==> src/rtl/uart_rx_fifo_pkg.sv <==
// rtl/uart_rx_fifo_pkg.sv - shared UART widths, defaults and byte type
package uartUtil;

  localparam int UART_DATA_W                = 8;
  localparam int UART_RX_FIFO_DEPTH_DEFAULT = 16;

  typedef logic [UART_DATA_W-1:0] uart_byte_t;

endpackage

==> src/rtl/uart_fifo_mem.sv <==
// rtl/uart_fifo_mem.sv - DEPTH x byte storage, sync write, async read, no reset
module uart_fifo_mem
  import uartUtil::*;
#(
  parameter int  DEPTH  = UART_RX_FIFO_DEPTH_DEFAULT,
  localparam int ADDR_W = $clog2(DEPTH)
) (
  input  logic              clk,
  input  logic              we,
  input  logic [ADDR_W-1:0] waddr,
  input  uart_byte_t        wdata,
  input  logic [ADDR_W-1:0] raddr,
  output uart_byte_t        rdata
);

  uart_byte_t mem [DEPTH];

  // write port: contents are never reset, occupancy lives in the pointers
  always_ff @(posedge clk) begin
    if (we) mem[waddr] <= wdata;
  end

  assign rdata = mem[raddr];

endmodule

==> src/rtl/uart_rx_fifo.sv <==
// rtl/uart_rx_fifo.sv - receive byte FIFO with overflow flag; optional UART_RX_FIFO_ALMOST_FULL_EN
module uart_rx_fifo
  import uartUtil::*;
#(
  parameter int  DEPTH  = UART_RX_FIFO_DEPTH_DEFAULT,
  localparam int ADDR_W = $clog2(DEPTH)
`ifdef UART_RX_FIFO_ALMOST_FULL_EN
  ,
  parameter int  AF_THRESHOLD = DEPTH - 2
`endif
) (
  input  logic            clk,
  input  logic            rst,
  input  uart_byte_t      rxByte,
  input  logic            rxDone,
  output uart_byte_t      dataOut,
  output logic            dataValid,
  input  logic            dataReady,
  output logic [ADDR_W:0] count,
  output logic            full,
  output logic            empty,
  output logic            overflow,
  input  logic            clearOverflow
`ifdef UART_RX_FIFO_ALMOST_FULL_EN
  ,
  output logic            almostFull
`endif
);

  localparam logic [ADDR_W:0] PTR_ONE = (ADDR_W+1)'(1);

  logic [ADDR_W:0] wr_ptr;
  logic [ADDR_W:0] rd_ptr;
  logic            done_dly;
  logic            push;
  logic            pop;
  logic            push_ok;
  logic            push_drop;
  uart_byte_t      mem_rdata;

  // a frame is counted once, on the rising edge of the receiver's done level
  assign push      = rxDone & ~done_dly;
  assign pop       = dataValid & dataReady;
  // a full FIFO still takes the byte when a pop frees a slot in the same cycle
  assign push_ok   = push & (~full | pop);
  assign push_drop = push & full & ~pop;

  assign empty     = (wr_ptr == rd_ptr);
  assign full      = (wr_ptr[ADDR_W] != rd_ptr[ADDR_W]) &&
                     (wr_ptr[ADDR_W-1:0] == rd_ptr[ADDR_W-1:0]);
  assign count     = wr_ptr - rd_ptr;
  assign dataValid = ~empty;
  assign dataOut   = dataValid ? mem_rdata : '0;

  uart_fifo_mem #(.DEPTH(DEPTH)) u_mem (
    .clk   (clk),
    .we    (push_ok),
    .waddr (wr_ptr[ADDR_W-1:0]),
    .wdata (rxByte),
    .raddr (rd_ptr[ADDR_W-1:0]),
    .rdata (mem_rdata)
  );

  // rxDone history for edge detection; cleared so a held level re-pushes after reset
  always_ff @(posedge clk) begin
    if (rst) done_dly <= 1'b0;
    else     done_dly <= rxDone;
  end

  // extra-MSB pointers wrap naturally modulo 2*DEPTH
  always_ff @(posedge clk) begin
    if (rst) begin
      wr_ptr <= '0;
      rd_ptr <= '0;
    end else begin
      if (push_ok) wr_ptr <= wr_ptr + PTR_ONE;
      if (pop)     rd_ptr <= rd_ptr + PTR_ONE;
    end
  end

  // sticky drop flag; a drop in the same cycle beats the host's clear
  always_ff @(posedge clk) begin
    if (rst)                overflow <= 1'b0;
    else if (push_drop)     overflow <= 1'b1;
    else if (clearOverflow) overflow <= 1'b0;
  end

`ifdef UART_RX_FIFO_ALMOST_FULL_EN
  logic [ADDR_W:0] count_next;

  assign count_next = count + (push_ok ? PTR_ONE : '0) - (pop ? PTR_ONE : '0);

  // registered early-drain hint tracking the occupancy after this edge
  always_ff @(posedge clk) begin
    if (rst) almostFull <= 1'b0;
    else     almostFull <= (count_next >= (ADDR_W+1)'(AF_THRESHOLD));
  end
`endif

endmodule

==> config.mk <==
export PLATFORM = sky130hd
export DESIGN_NAME = uart_rx_fifo
export DESIGN_NICKNAME = d
export VERILOG_FILES = /design/src/rtl/uart_rx_fifo_pkg.sv /design/src/rtl/uart_fifo_mem.sv /design/src/rtl/uart_rx_fifo.sv
export SDC_FILE = /design/constraint.sdc
export NUM_CORES = 1
export LEC_CHECK = 0
export ABC_AREA = 1
export BUFFER_PORTS_ARGS = -buffer_cell sky130_fd_sc_hd__buf_2
export CAP_MARGIN = 25
export CELL_PAD_IN_SITES_DETAIL_PLACEMENT = 1
export CELL_PAD_IN_SITES_GLOBAL_PLACEMENT = 2
export CORE_MARGIN = 1
export CORE_UTILIZATION = 42
export DETAILED_ROUTE_END_ITERATION = 16
export PLACE_DENSITY = 0.86
export SLEW_MARGIN = 20
export SYNTH_ARGS = -nofsm -noshare
export SYNTH_HDL_FRONTEND = slang
export SYNTH_HIERARCHICAL = 1
export SYNTH_SLANG_ARGS = --single-unit
==> constraint.sdc <==
create_clock -name clk -period 4.2 [get_ports clk]
set_input_delay 0.84 -clock clk [delete_from_list [all_inputs] [get_ports clk]]
set_output_delay 0.84 -clock clk [all_outputs]
set_load 0.01 [all_outputs]
==> reports/metrics.csv <==
metric;value;unit
status;finished clean;
Min Hold Slack;0.477;ns
Starting Density;43.0;%
worst hold path type;flop to flop;
Worst-Margin Slew;0.867;ns
main combinational cell family by area after synthesis;simple AND/OR/NAND/NOR gates;
GRT Overall Usage;22.1;%
Routed Antenna Nets;0;
Final Hold Vio Count;0;
Num CTS Buffers;17;
post-synth top area share;59.1;%
setup ws final;0.894;ns
Clock Root Buffer;clkbuf_16;
layout cells sized above 1;11.3;%
core footprint;15100;sq um
Clock Latency Late Sink;0.42;ns
Vias;4588;
# H-tree levels;4;
First-pass DRT Iterations;4;
cell taking the most area after synthesis;edfxtp_1;
Final GP Congestion;0.783;
Post-Place Worst Slack;1.18;ns
1st-iter DRT viols;290;
CTS Sinks;140;
# nets final;725;
top post-synthesis cells by area;edfxtp_1 59%, nand2_1 12%, nand3_1 8.2%;
area fraction in compound gates after synthesis;0.750;%
most common cell after layout, fill and taps aside;nand2_1;
critical path type;flop to output port;
Syn. warnings;6;
Post-Synth Simple-Gate Area;24.3;%
crit path launch type;flop;
Critical Path Sink Type;output port;
Lkg Pwr;0.00318;uW
Resized Gates After CTS;0;
FMAX;0.302;GHz
largest net degree at the start of global routing;66;
grt ovf;0;
first-pass GRT wire length;25800;microns
CP Data Arrival Time;2.47;ns
vias per std cell;5.06;
Area after DPL;6750;sq um
Syn Area/Cell;9.58;sq um
register bit total from synthesis;140;
mapped cell area;6510;sq um
Max FO, Critical Path;14;
maximum VDD drop;0.000279;V
synth-to-layout area growth;12.9;%
die area;16000;sq um
finished layout cell area;7340;sq um
IO Count;30;
drt wl/cell;18.1;microns
Clock Path Buffers;2;
sequential element share of the synthesized area;62.8;%
setup TNS;0;ns
number of global-route vias before repair;4816;
post-detailed-routing wire length;16400;microns
# DRC;0;
initial antenna violation count;0;
post-layout min period;3.31;ns
Setup Viol. Count Final;0;
Pwr Density;495;nW/um^2
Port-buffer cells;29;
Post-Synth XOR/XNOR Area;0.538;%
most frequent cells in the layout;203 x nand2_1, 128 x edfxtp_1, 123 x inv_1, 107 x nand3_1, 37 x nor2_1;
post-synthesis adder-cell area fraction;1.46;%
number of max-cap violations;0;
clk_skew;0.00710;ns
CTS tree;built;
Setup Fix Bufs, Post-CTS;0;
Post-Synthesis Cells;679;
DP HPWL;10200;microns
width of the die;126;microns
max-slew violations;0;
chip height;126;microns
Worst Path Required;3.36;ns
crit share post-route;78.7;%
Cell variety after synth;28;
n_diodes;0;
Worst slew margin;42.0;%
post-synthesis mux area share;0;%
RSZ-0062 raised after global routing;false;
cts hold-fix bufs;0;
Post-Syn Nets;699;
FP Rows;45;
Clock Pin Slew Worst Setup and Hold Paths;0.06;ns
[sequential cells by signal, indices dropped and copies added (netlist names)]
signal     flops
done_dly       1
overflow       1
rd_ptr         5
u_mem/mem    128
wr_ptr         5
[synthesized netlist by cell type, drive strengths merged]
library cell  instances
nor2                 39
o21ai                 1
dfxtp                12
inv                 128
nand3b                3
a21oi                 8
buf                  25
ha                    6
nand4                 4
fa                    1
nand3               109
nand2               209
nor3b                 1
clkbuf                1
xor2                  4
edfxtp              128
[through the flow]
| stage | utilization (%) | instances | total power (uW) |
|---|---|---|---|
| after floorplan | - | 679 | 2000 |
| after CTS | 48.5 | 906 | 3680 |
| final | 48.5 | 906 | 3640 |
| after global placement | 44.6 | 874 | 2170 |
| after global routing | 48.5 | 906 | 3790 |
| after detailed placement | 44.6 | 874 | 2180 |
[final timing paths]
| kind | start | to | slack (ns) | depth (start not counted) |
|---|---|---|---|---|
| min | overflow | overflow | 0.48 | 2 |
| min reg2reg | overflow | overflow | 0.48 | 2 |
| max reg2reg | rd_ptr[3] | u_mem/mem[15][0] | 1.22 | 9 |
| max | rd_ptr[3] | dataOut[6] | 0.89 | 8 |
[cell families (layout without fill, tap and decap cells)]
kind of cell,count (synthesis),after routing
AO/OA/AOI/OAI,9,9
XOR/XNOR,4,4
adder cells (fa/ha/maj),7,7
buffers and inverters,154,193
flip-flops,140,140
AND/OR/NAND/NOR,365,365
[worst max-delay path, stage by stage, from the launching register on]
cell     delay, ns
dfxtp_1       0.71
inv_1         0.14
ha_1          0.40
nand2_2       0.10
nor2_4        0.19
nand2_4       0.10
inv_2         0.20
nor2_1        0.07
buf_2         0.14
[power by group]
part | internal, uW | switching [uW]
Combinational | 183 | 414
Clock | 888 | 599
Sequential | 1540 | 15.2
[area by class of cell]
class | count | area (sq um)
timing repair buffer | 33 | 188
clock inverter | 14 | 161
inverter | 128 | 483
sequential | 140 | 4090
tap | 188 | 235
multi-input combinational | 385 | 1760
fill | 1722 | 7800
clock buffer | 18 | 429
[per-layer routing]
metal / track usage (%) / vias up / wire (microns)
met4: 6.80 / 0 / 227
met3: 4.51 / 16 / 646
met5: 0 / - / 0
li1: - / 2227 / -
met2: 39.1 / 75 / 8460
met1: 27.1 / 2270 / 7040
(Power assumes the default switching activity.)
